==> src/rtl/compute_dispatch.sv <==
// Instruction dispatcher in front of compute_core. It decodes one packed instruction, issues a
// start pulse to the selected unit, holds the operand fields until that unit's done, then retires it.
module compute_dispatch #(
  parameter int ADDR_WIDTH     = 13,
  parameter int LEN_WIDTH      = 23,
  parameter int OPC_WIDTH      = 10,
  parameter int INSTR_W        = 2 + OPC_WIDTH + 4*ADDR_WIDTH + LEN_WIDTH,
  parameter int TIMEOUT_CYCLES = 1048576,
  parameter int CNT_WIDTH      = 16
) (
  input  logic                  clk,
  input  logic                  rst_n,
  input  logic                  instr_valid,
  output logic                  instr_ready,
  input  logic [INSTR_W-1:0]    instr_data,
  output logic [1:0]            mode_compute,
  output logic [ADDR_WIDTH-1:0] addr_a_compute,
  output logic [ADDR_WIDTH-1:0] addr_b_compute,
  output logic [ADDR_WIDTH-1:0] addr_out_compute,
  output logic [ADDR_WIDTH-1:0] addr_const_compute,
  output logic [OPC_WIDTH-1:0]  opcode_compute,
  output logic [LEN_WIDTH-1:0]  len_compute,
  output logic                  start_vpu_compute,
  output logic                  start_systolic_compute,
  output logic                  start_vadd_compute,
  input  logic                  vpu_done_compute,
  input  logic                  systolic_done_compute,
  input  logic                  vadd_done_compute,
  output logic                  busy,
  output logic                  err_illegal,
  output logic                  err_timeout,
  input  logic                  err_clear,
  output logic [CNT_WIDTH-1:0]  retired_count
);

  localparam int LEN_LSB   = 0;
  localparam int CONST_LSB = LEN_LSB + LEN_WIDTH;
  localparam int OUT_LSB   = CONST_LSB + ADDR_WIDTH;
  localparam int B_LSB     = OUT_LSB + ADDR_WIDTH;
  localparam int A_LSB     = B_LSB + ADDR_WIDTH;
  localparam int OPC_LSB   = A_LSB + ADDR_WIDTH;
  localparam int UNIT_LSB  = OPC_LSB + OPC_WIDTH;

  localparam int WD_W = (TIMEOUT_CYCLES > 1) ? $clog2(TIMEOUT_CYCLES + 1) : 1;
  // Value the watchdog holds during the last WAIT cycle allowed before timing out.
  localparam logic [WD_W-1:0] WD_LAST = WD_W'((TIMEOUT_CYCLES == 0) ? 0 : TIMEOUT_CYCLES - 1);

  typedef enum logic [1:0] {S_IDLE, S_ISSUE, S_WAIT} state_t;

  state_t                state_q, state_d;
  logic [1:0]            mode_q, mode_d;
  logic [ADDR_WIDTH-1:0] addr_a_q, addr_a_d, addr_b_q, addr_b_d;
  logic [ADDR_WIDTH-1:0] addr_out_q, addr_out_d, addr_const_q, addr_const_d;
  logic [OPC_WIDTH-1:0]  opcode_q, opcode_d;
  logic [LEN_WIDTH-1:0]  len_q, len_d;
  logic [WD_W-1:0]       wd_q, wd_d;
  logic [CNT_WIDTH-1:0]  cnt_q, cnt_d;
  logic                  err_ill_q, err_ill_d, err_to_q, err_to_d;
  logic                  set_ill, set_to, sel_done;
  logic [1:0]            unit_in;

  assign unit_in = instr_data[UNIT_LSB +: 2];

  always_comb begin
    sel_done = 1'b0;
    case (mode_q)
      2'b00:   sel_done = vpu_done_compute;
      2'b01:   sel_done = systolic_done_compute;
      2'b10:   sel_done = vadd_done_compute;
      default: sel_done = 1'b0;
    endcase
  end

  always_comb begin
    state_d      = state_q;
    mode_d       = mode_q;
    addr_a_d     = addr_a_q;
    addr_b_d     = addr_b_q;
    addr_out_d   = addr_out_q;
    addr_const_d = addr_const_q;
    opcode_d     = opcode_q;
    len_d        = len_q;
    wd_d         = wd_q;
    cnt_d        = cnt_q;
    set_ill      = 1'b0;
    set_to       = 1'b0;
    case (state_q)
      S_IDLE: begin
        if (instr_valid) begin
          if (unit_in == 2'b11) begin
            set_ill = 1'b1;
          end else begin
            mode_d       = unit_in;
            opcode_d     = instr_data[OPC_LSB +: OPC_WIDTH];
            addr_a_d     = instr_data[A_LSB +: ADDR_WIDTH];
            addr_b_d     = instr_data[B_LSB +: ADDR_WIDTH];
            addr_out_d   = instr_data[OUT_LSB +: ADDR_WIDTH];
            addr_const_d = instr_data[CONST_LSB +: ADDR_WIDTH];
            len_d        = instr_data[LEN_LSB +: LEN_WIDTH];
            state_d      = S_ISSUE;
          end
        end
      end
      S_ISSUE: begin
        state_d = S_WAIT;
        wd_d    = '0;
      end
      S_WAIT: begin
        // A done arriving in the final watchdog cycle still retires cleanly.
        if (sel_done) begin
          cnt_d   = cnt_q + CNT_WIDTH'(1);
          state_d = S_IDLE;
        end else if (TIMEOUT_CYCLES != 0 && wd_q == WD_LAST) begin
          set_to  = 1'b1;
          state_d = S_IDLE;
        end else begin
          wd_d = wd_q + WD_W'(1);
        end
      end
      default: state_d = S_IDLE;
    endcase

    err_ill_d = set_ill ? 1'b1 : (err_clear ? 1'b0 : err_ill_q);
    err_to_d  = set_to  ? 1'b1 : (err_clear ? 1'b0 : err_to_q);
  end

  always_ff @(posedge clk or negedge rst_n) begin
    if (!rst_n) begin
      state_q      <= S_IDLE;
      mode_q       <= 2'b11;
      addr_a_q     <= '0;
      addr_b_q     <= '0;
      addr_out_q   <= '0;
      addr_const_q <= '0;
      opcode_q     <= '0;
      len_q        <= '0;
      wd_q         <= '0;
      cnt_q        <= '0;
      err_ill_q    <= 1'b0;
      err_to_q     <= 1'b0;
    end else begin
      state_q      <= state_d;
      mode_q       <= mode_d;
      addr_a_q     <= addr_a_d;
      addr_b_q     <= addr_b_d;
      addr_out_q   <= addr_out_d;
      addr_const_q <= addr_const_d;
      opcode_q     <= opcode_d;
      len_q        <= len_d;
      wd_q         <= wd_d;
      cnt_q        <= cnt_d;
      err_ill_q    <= err_ill_d;
      err_to_q     <= err_to_d;
    end
  end

  assign instr_ready            = (state_q == S_IDLE);
  assign busy                   = (state_q != S_IDLE);
  assign start_vpu_compute      = (state_q == S_ISSUE) && (mode_q == 2'b00);
  assign start_systolic_compute = (state_q == S_ISSUE) && (mode_q == 2'b01);
  assign start_vadd_compute     = (state_q == S_ISSUE) && (mode_q == 2'b10);
  assign mode_compute           = mode_q;
  assign addr_a_compute         = addr_a_q;
  assign addr_b_compute         = addr_b_q;
  assign addr_out_compute       = addr_out_q;
  assign addr_const_compute     = addr_const_q;
  assign opcode_compute         = opcode_q;
  assign len_compute            = len_q;
  assign err_illegal            = err_ill_q;
  assign err_timeout            = err_to_q;
  assign retired_count          = cnt_q;

endmodule
==> config.mk <==
export PLATFORM = sky130hd
export DESIGN_NAME = compute_dispatch
export DESIGN_NICKNAME = d
export VERILOG_FILES = /design/src/rtl/compute_dispatch.sv
export SDC_FILE = /design/constraint.sdc
export NUM_CORES = 1
export LEC_CHECK = 0
export ABC_AREA = 0
export BUFFER_PORTS_ARGS = -buffer_cell sky130_fd_sc_hd__buf_2
export CAP_MARGIN = 0
export CORE_MARGIN = 10
export CORE_UTILIZATION = 40
export DETAILED_ROUTE_END_ITERATION = 7
export GPL_TIMING_DRIVEN = 0
export PLACE_DENSITY = 0.75
export SLEW_MARGIN = 40
export SYNTH_ARGS = -nofsm -noshare
export SYNTH_HDL_FRONTEND = slang
export SYNTH_SLANG_ARGS = --single-unit
==> constraint.sdc <==
create_clock -name clk -period 1.9 [get_ports clk]
set_clock_uncertainty 0.2 [all_clocks]
set_input_delay 0.57 -clock clk [delete_from_list [all_inputs] [get_ports clk]]
set_output_delay 0.57 -clock clk [all_outputs]
set_load 0.01 [all_outputs]
==> results.cfg, run 1 <==
[outcome]
outcome = finished, violations left
violations = setup timing

[grt]
grt_pass1_wl_um = 26200
grt_antenna_before_repair = 0
grt-ovfl-total = 0
grt_pass1_vias = 5086
grt_max_degree = 66
grt_usage_pct = 17.6

[power]
cellPowerDensity_mw_per_mm2 = 1590
leakagePower_nw = 4.27
peakVddDrop_mv = 0.967
total_power_mw = 12.7

[synth]
synth_fp_nets = 676
synthCells = 580
synth_compound_area_share_pct = 7.97
synth-adder-area-share_pct = 0.461
synth_edf_count = 0
synth_top_family_by_area = simple AND/OR/NAND/NOR gates
syn-cell-area_mm2 = 0.00543
ys_seq_area_share_pct = 59.0
yosysWarningCount = 0
syn_area_per_cell_um2 = 9.37
ys_types = 51
ys_seq_elements = 128
synthArstFlopShare_pct = 100
synth_simple_gate_area_share_pct = 26.1
synth_mux_area_share_pct = 0.760
synth_xor_area_share_pct = 2.86
synthFlopType = dfrtp_1

[finish]
layout_common_cells = nand2_1 (269), buf_2 (204), dfrtp_1 (123), buf_4 (27)
utilization_pct = 59.9
postLayoutCellArea_mm2 = 0.00796
area_growth_pct = 46.4
fin_cells = 1024
drive_above_1_share_pct = 40.4
layout_commonest_cell = nand2_1
nets = 932
antenna_cells = 0
fillCellCount = 1129

[sta]
rsz0062_at_grt = true
fin_tns_setup_ns = -5.85
finalMaxSlewViolations = 0
finalCritPeriodShare_pct = 114
worst_pin_slew_ns = 0.539
setup_slack_ns = -0.265
fmax_mhz = 462
hold_slack_ns = 0.146
layout_min_cycle_time_ns = 2.16
setup_viol = 38
relSlewSlack_pct = 64.1
final_hold_viol_count = 0

[place]
dpl.hpwl_um = 11400
place_inst = 960
dpl-instance-area_mm2 = 0.00675
place_congestion = 0.771
place_worst_setup_slack_ns = -0.602
port_buffers = 203

[die]
num_rows = 42
core-area_mm2 = 0.0133
io_pins = 204
dieWidth_um = 137
initial_core_util_pct = 40.9
die_y_um = 137
die-area_mm2 = 0.0186

[clocking]
cts_max_path_buffers = 2
path_clk_slew_ns = 0.06
numCtsBuffers = 17
cts_root_buf = clkbuf_16
clk_latency_ns = 0.41
cts.sinks = 128
cts_tree = built
cts.htree.levels = 4

[detailed_routing]
drtAntennaViolNets = 0
vias = 4927
vias_per_cell = 4.81
drtIter0Drc = 281
wl_um = 16500
post_drt_wl_per_cell_um = 16.1
routed-wl-met2_um = 8290
dr.max_layer_used = met4
firstDrtPassIters = 5
drc = 0
wl_met3_um = 1650
wl_met1_um = 6370

[worst_setup_path]
worstPathMaxFanout = 7
start_kind = flop
critPathRequiredTime_ns = 1.99
critPathArrivalTime_ns = 2.26
critPathKind = flop to flop
end_kind = flop

[job]
max_cap_violations = 0

[min_path]
hold_path_class = input pin to flop
[flip-flops by register name, summed over array words and instances (netlist names)]
register	flops
mode_compute	2
addr_const_compute	13
addr_b_compute	13
err_illegal	1
err_timeout	1
addr_a_compute	13
state_q	2
opcode_compute	10
len_compute	23
retired_count	16
addr_out_compute	13
wd_q	21
[timing repair]
item                                   in CTS  in global routing
endpoints found under the hold margin      63                  0
buffers inserted                           17                 11
pin swaps                                  17                  9
gates resized for setup                    53                 51
cloned                                      4                  0
hold buffers                                1                  0
setup endpoints to repair                 122                121
[worst paths after layout]
| path | start | end | slack, ns | depth (start not counted) |
|---|---|---|---|---|
| setup / recovery | mode_compute[1]$_DFFE_PN1P_ | retired_count[15]$_DFFE_PN0P_ | -0.26 | 6 |
| setup reg to reg | mode_compute[1]$_DFFE_PN1P_ | retired_count[15]$_DFFE_PN0P_ | -0.26 | 6 |
| min in group asynchronous | rst_n | wd_q[13]$_DFFE_PN0P_ | 0.50 | 2 |
| max in group asynchronous | rst_n | mode_compute[0]$_DFFE_PN1P_ | 0.30 | 3 |
| hold reg to reg | addr_const_compute[2]$_DFFE_PN0P_ | addr_const_compute[2]$_DFFE_PN0P_ | 0.26 | 2 |
| hold / removal | instr_data[15] | len_compute[15]$_DFFE_PN0P_ | 0.15 | 3 |
[power by group]
part | switching, mW | leakage [nW] | total [mW] | internal, mW
logic | 2.62 | 2.38 | 4.73 | 2.11
clock network | 1.17 | 0.289 | 3.33 | 2.16
registers | 0.748 | 1.61 | 4.62 | 3.87
[cells in the mapped netlist (all sizes together) (3+ instances only)]
master  number  area [um^2]
a21o         3         30.0
a21oi        5         25.0
a31oi       16          100
and4         5         53.8
buf          9         60.1
clkbuf      15         56.3
dfrtp      126         3150
inv         10         37.5
mux2i        3         30.0
nand2      274         1030
nand3       14         70.1
nand4        8         65.1
nor2        18         67.6
nor3         5         35.0
nor3b        3         27.5
o211ai       5         42.5
o21ai       14         73.8
o21ba        6         60.1
o311ai       3         26.3
xnor2       11          104
xor2         5         51.3
[worst max-delay path, stage by stage (launching register included)]
cell and delay [ns]:
dfstp_2 0.61, mux2i_4 0.10, buf_4 0.14, o21ai_2 0.21
nand2_2 0.12, or4_4 0.53, xnor2_2 0.14
[cell type report]
class / instances / area (um^2) / share of cell area (%)
Sequential cell: 128 / 3210 / 40.3
Multi-Input combinational cell: 418 / 2270 / 28.5
Timing Repair Buffer: 237 / 1410 / 17.7
Clock buffer: 22 / 474 / 5.96
Tap cell: 176 / 220 / 2.77
Buffer: 24 / 200 / 2.52
Clock inverter: 9 / 131 / 1.65
Inverter: 10 / 46.3 / 0.582
[logic make-up (layout without fill, tap and decap cells)]
group / count (synthesis) / in the layout
AND/OR/NAND/NOR: 336 / 336
adder cells (fa/ha/maj): 2 / 2
flip-flops: 128 / 128
XOR/XNOR: 16 / 16
multiplexers: 4 / 4
buffers and inverters: 34 / 302
AO/OA/AOI/OAI: 60 / 60
[metal layers]
layer / GRT usage [%] / vias up
li1: - / 2411
met1: 20.3 / 2349
met2: 29.0 / 154
met3: 7.99 / 13
met4: 5.27 / 0
met5: 0 / -
(Power assumes the default switching activity.)
==> run 2: changes to the inputs <==
--- a/config.mk
+++ b/config.mk
@@ -6,12 +6,14 @@
 export NUM_CORES = 1
 export LEC_CHECK = 0
 export ABC_AREA = 0
+export ABC_CLOCK_PERIOD_IN_PS = 1900
 export BUFFER_PORTS_ARGS = -buffer_cell sky130_fd_sc_hd__buf_2
 export CAP_MARGIN = 0
 export CORE_MARGIN = 10
 export CORE_UTILIZATION = 40
 export DETAILED_ROUTE_END_ITERATION = 7
 export GPL_TIMING_DRIVEN = 0
+export HOLD_SLACK_MARGIN = 0.15
 export PLACE_DENSITY = 0.75
 export SLEW_MARGIN = 40
 export SYNTH_ARGS = -nofsm -noshare
==> run 2 against run 1 <==
Against the previous run:
- the run still ends with setup timing left
- core utilization up 5.9 points
- clock power about the same
- global-route usage increased by 2.3 points
- combinational power grew 4.7%
- die area stayed put
- fmax grew 0.40%
- final cell count grew 7.8%
- critical path depth stayed put
- sequential share of layout area fell by 3.6 points
- via count up 11%
- sequential cell count unchanged
- count of clock-buffer cells in the layout unchanged
- largest power group unchanged
- highest routed layer unchanged
==> results.cfg, run 2 (synthesis gave the netlist of run 1 again) <==
[job]
max_cap_violations = 0

[clocking]
cts.sinks = 128
cts.htree.levels = 4
cts_tree = built
cts_root_buf = clkbuf_16
path_clk_slew_ns = 0.06
clk_latency_ns = 0.41
cts_max_path_buffers = 2
numCtsBuffers = 17

[sta]
final_hold_viol_count = 0
setup_slack_ns = -0.256
fmax_mhz = 464
finalMaxSlewViolations = 0
worst_pin_slew_ns = 0.554
rsz0062_at_grt = true
layout_min_cycle_time_ns = 2.16
hold_slack_ns = 0.171
relSlewSlack_pct = 63.1
finalCritPeriodShare_pct = 113
setup_viol = 36

[grt]
grt_max_degree = 66
grt-ovfl-total = 0
grt_usage_pct = 19.9
grt_pass1_vias = 5684
met2_usage_pct = 33.7
use_met3_pct = 7.92
grt_pass1_wl_um = 29600
top_usage_layer = met2
gr-usage-met1_pct = 22.0
grt_antenna_before_repair = 2

[detailed_routing]
firstDrtPassIters = 5
drtAntennaViolNets = 0
wl_um = 18600
post_drt_wl_per_cell_um = 16.9
vias_per_cell = 4.94
drc = 0
vias = 5454
drtIter0Drc = 294

[power]
seqPwrFrac_pct = 35.9
leakagePower_nw = 4.60
power_frac_comb_pct = 38.2
peakVddDrop_mv = 0.874
switchingPower_mw = 4.70
cellPowerDensity_mw_per_mm2 = 1480
switching_share_pct = 36.3
p_clk_share_pct = 25.9
p_int_mw = 8.24

[die]
io_pins = 204
initial_core_util_pct = 40.9
die-area_mm2 = 0.0186
core-area_mm2 = 0.0133
num_rows = 42
die_y_um = 137
dieWidth_um = 137

[finish]
layout_common_cells = nand2_1 (269), buf_2 (205), dfrtp_1 (123), dlygate4sd3_1 (78), buf_4 (25)
nets = 1009
layout_commonest_cell = nand2_1
largest_register_ffs = 23
area_growth_pct = 60.8
fillCellCount = 964
drive_above_1_share_pct = 37.1
fin_cells = 1104

[worst_setup_path]
end_kind = flop
critPathArrivalTime_ns = 2.25
critPathKind = flop to flop
start_kind = flop
worstPathMaxFanout = 7
critPathRequiredTime_ns = 1.99
rr_worst_depth = 6

[min_path]
worstHoldPathCells = 2
hold_path_class = input pin to flop

[place]
place_inst = 960
dpl.hpwl_um = 11400
port_buffers = 203
place_worst_setup_slack_ns = -0.602
place_congestion = 0.771

[outcome]
outcome = finished, violations left
violations = setup timing
run 2: changes by cell type in the layout (fill, tap and decap cells not counted), sizes merged:
cell / previous run / this run
dlygate4sd3: 1 / 78
diode: 0 / 3
run 2: path summary, 6_finish.rpt:
kind                                                   start                                end  slack (ns)
min                                                err_clear            err_timeout$_DFFE_PN0P_        0.17
max                              mode_compute[1]$_DFFE_PN1P_      retired_count[15]$_DFFE_PN0P_       -0.26
min reg2reg                addr_const_compute[2]$_DFFE_PN0P_  addr_const_compute[2]$_DFFE_PN0P_        0.26
max in group asynchronous                              rst_n        mode_compute[0]$_DFFE_PN1P_        0.30
min in group asynchronous                              rst_n               wd_q[13]$_DFFE_PN0P_        0.50
max reg2reg                      mode_compute[1]$_DFFE_PN1P_      retired_count[15]$_DFFE_PN0P_       -0.26
run 2: critical path, cell delays in order (launching register included):
cell and delay, ns:
dfstp_2 0.61, mux2i_4 0.10, buf_4 0.14, o21ai_2 0.20, nand2_2 0.11, or4_4 0.53
xnor2_2 0.14
run 2: metal layers:
layer  vias up  share of wire, %
met1      2613                37
met2       234                51
met3        41               9.4
li1       2566                 -
met5         -                 0
met4         0               2.5
run 2: final cells by class:
class | instances | area, um^2 | share of cell area [%]
inverters | 10 | 46.3 | 0.530
diodes | 3 | 7.51 | 0.0859
multi-input cells | 418 | 2270 | 26.0
clock buffers | 22 | 474 | 5.43
repair buffers | 314 | 2180 | 24.9
well taps | 176 | 220 | 2.52
flip-flops and latches | 128 | 3210 | 36.7
clock inverters | 9 | 131 | 1.50
plain buffers | 24 | 204 | 2.33
run 2: metrics by stage:
stage	setup TNS, ns	area, um^2	utilization, %	total power [mW]
final	-5.70	8740	65.7	12.9
after floorplan	-0.779	5470	-	6.75
after global routing	-8.68	8740	65.7	13.8
after CTS	-4.01	8540	64.2	12.7
after detailed placement	-34.64	6750	50.7	8.64
after global placement	-248.88	6710	50.5	8.53
run 2: timing repair:
| item | in CTS | in global routing |
|---|---|---|
| pin swaps | 17 | 9 |
| cloned | 4 | 0 |
| endpoints found under the setup margin | 122 | 121 |
| endpoints found under the hold margin | 140 | 0 |
| gates resized for setup | 53 | 52 |
| hold buffers | 78 | 0 |
| setup buffers | 17 | 11 |
run 2: power groups by stage:
| stage | clock network [mW] | logic [mW] | registers (mW) |
|---|---|---|---|
| floorplan | 0 | 1.69 | 5.06 |
| global placement | 0 | 3.94 | 4.59 |
| detailed placement | 0 | 4.03 | 4.61 |
| CTS | 3.40 | 4.72 | 4.61 |
| global route | 3.55 | 5.41 | 4.80 |
| finish | 3.35 | 4.95 | 4.65 |
==> run 3: changes to the inputs <==
--- a/config.mk
+++ b/config.mk
@@ -6,7 +6,7 @@
 export NUM_CORES = 1
 export LEC_CHECK = 0
 export ABC_AREA = 0
-export ABC_CLOCK_PERIOD_IN_PS = 1900
+export ABC_CLOCK_PERIOD_IN_PS = 2200
 export BUFFER_PORTS_ARGS = -buffer_cell sky130_fd_sc_hd__buf_2
 export CAP_MARGIN = 0
 export CORE_MARGIN = 10
@@ -14,8 +14,10 @@
 export DETAILED_ROUTE_END_ITERATION = 7
 export GPL_TIMING_DRIVEN = 0
 export HOLD_SLACK_MARGIN = 0.15
-export PLACE_DENSITY = 0.75
+export PLACE_DENSITY = 0.72
+export REMOVE_ABC_BUFFERS = 1
 export SLEW_MARGIN = 40
 export SYNTH_ARGS = -nofsm -noshare
 export SYNTH_HDL_FRONTEND = slang
 export SYNTH_SLANG_ARGS = --single-unit
+export TNS_END_PERCENT = 50
==> constraint.sdc (replaced) <==
create_clock -name clk -period 2.2 [get_ports clk]
set_clock_uncertainty 0.2 [all_clocks]
set_input_delay 0.66 -clock clk [delete_from_list [all_inputs] [get_ports clk]]
set_output_delay 0.66 -clock clk [all_outputs]
set_load 0.01 [all_outputs]
==> run 3 against run 2 <==
Against the previous run:
- the flow still finishes with violations (setup timing)
- final area shrank 15%
- critical path depth decreased by 2
- clock power decreased by 15%
- non-clock buffer count shrank 118
- hold slack improved by 0.064 ns
- power fell by 19%
==> results.cfg, run 3 (synthesis gave the netlist of run 1 again) <==
[worst_setup_path]
worstPathMaxFanout = 7
end_kind = primary output
critPathKind = flop to primary output
critPathRequiredTime_ns = 1.34
critPathArrivalTime_ns = 1.37
start_kind = flop
rrSetupSlack_ns = 0.03

[finish]
layout.area.seq_mm2 = 0.00321
nets = 891
drive_above_1_share_pct = 35.1
area_growth_pct = 37.5
layout_commonest_cell = nand2_1
postLayoutCellArea_mm2 = 0.00747
antenna_cells = 0
utilization_pct = 56.2
fin_cells = 984
layout_common_cells = nand2_1 (271), buf_2 (202), dfrtp_1 (124), nor2_1 (17), clkbuf_16 (17)
multi_input_area_mm2 = 0.00217
largest_register_ffs = 23
fillCellCount = 1203

[sta]
setup_viol = 2
finalCritPeriodShare_pct = 101
rsz0062_at_grt = true
final_hold_viol_count = 0
hold_slack_ns = 0.235
worst_pin_slew_ns = 0.456
finalMaxSlewViolations = 0
relSlewSlack_pct = 69.6
layout_min_cycle_time_ns = 2.23
setup_slack_ns = -0.0295
fmax_mhz = 449

[place]
place_congestion = 0.796
dpl-instance-area_mm2 = 0.00668
port_buffers = 203
dpl.hpwl_um = 11200
place_inst = 939

[detailed_routing]
drc = 0
wl_um = 15900
vias_per_cell = 4.81
drtIter0Drc = 227
post_drt_wl_per_cell_um = 16.1
drtAntennaViolNets = 0
firstDrtPassIters = 4
vias = 4729

[grt]
grt_pass1_wl_um = 24800
grt_pass1_vias = 4717
grt_usage_pct = 16.9
grt-ovfl-total = 0
grt_antenna_before_repair = 3
grt_max_degree = 73

[outcome]
outcome = finished, violations left
violations = setup timing

[die]
die_y_um = 137
die-area_mm2 = 0.0186
num_rows = 42
dieWidth_um = 137
core-area_mm2 = 0.0133
initial_core_util_pct = 40.9
io_pins = 204

[power]
leakagePower_nw = 4.04
total_power_mw = 10.4
cellPowerDensity_mw_per_mm2 = 1400
peakVddDrop_mv = 0.746

[clocking]
clk_latency_ns = 0.41
numCtsBuffers = 17
path_clk_slew_ns = 0.06
cts_tree = built
cts.sinks = 128
cts_root_buf = clkbuf_16
cts.htree.levels = 4
cts_max_path_buffers = 2

[min_path]
hold_path_class = input pin to flop

[job]
max_cap_violations = 0
==> run 3: cell types whose count changed in the layout (fill, tap and decap cells not counted), moves of 6 or more <==
cell	change
buf_4	-13
buf_6	-12
dlygate4sd3_1	-77
nand3_1	+6
nand3_2	-6
==> run 3: final timing paths <==
kind                                                to  depth (start not counted)                         from
setup / recovery                start_systolic_compute                          4       state_q[1]$_DFFE_PN0P_
hold / removal              len_compute[6]$_DFFE_PN0P_                          3                instr_data[6]
setup reg to reg                  wd_q[20]$_DFFE_PN0P_                          4  mode_compute[1]$_DFFE_PN1P_
hold reg to reg            len_compute[14]$_DFFE_PN0P_                          2  len_compute[14]$_DFFE_PN0P_
max in group asynchronous  mode_compute[1]$_DFFE_PN1P_                          3                        rst_n
min in group asynchronous         wd_q[15]$_DFFE_PN0P_                          2                        rst_n
==> run 3: repair_timing <==
action	CTS	global route
resized for setup	14	14
hold buffers	1	0
endpoints found under the hold margin	56	0
pin swaps	1	5
setup buffers	8	4
setup endpoints to repair	86	26
==> run 3: layer usage <==
layer | up-vias | global-route usage (%) | share of wire [%] | wire (um)
li1 | 2323 | - | - | -
met1 | 2204 | 19.5 | 40 | 6330
met2 | 173 | 25.4 | 47 | 7380
met3 | 25 | 10.3 | 12 | 1870
met4 | 4 | 5.33 | 1.7 | 273
met5 | - | 0 | 0.13 | 21
==> run 3: area by class of cell <==
type | instances | area share (%)
clock buffers | 22 | 6.21
clock inverters | 10 | 1.79
inverters | 10 | 0.637
multi-input cells | 418 | 29.1
flip-flops and latches | 128 | 42.9
well taps | 176 | 2.95
repair buffers | 220 | 16.3
==> run 3: where the power goes <==
part	leakage [nW]	total (mW)	switching (mW)	internal [mW]
combinational	2.14	3.59	2.13	1.47
clock	0.290	2.85	1.01	1.84
sequential	1.61	3.99	0.651	3.34
==> run 3: critical path, stage by stage, from the launching register on <==
cell and delay [ns]:
dfrtp_2 0.45, inv_4 0.10, nand2_8 0.07, nor3b_2 0.19, buf_2 0.16
==> run 3: per-stage QoR <==
| stage | setup slack, ns | TNS, ns |
|---|---|---|
| floorplan | -1.97 | -169.03 |
| global placement | -4.15 | -547.57 |
| detailed placement | -0.279 | -19.12 |
| CTS | -0.0153 | -0.0350 |
| global route | -0.0877 | -0.704 |
| finish | -0.0295 | -0.0407 |
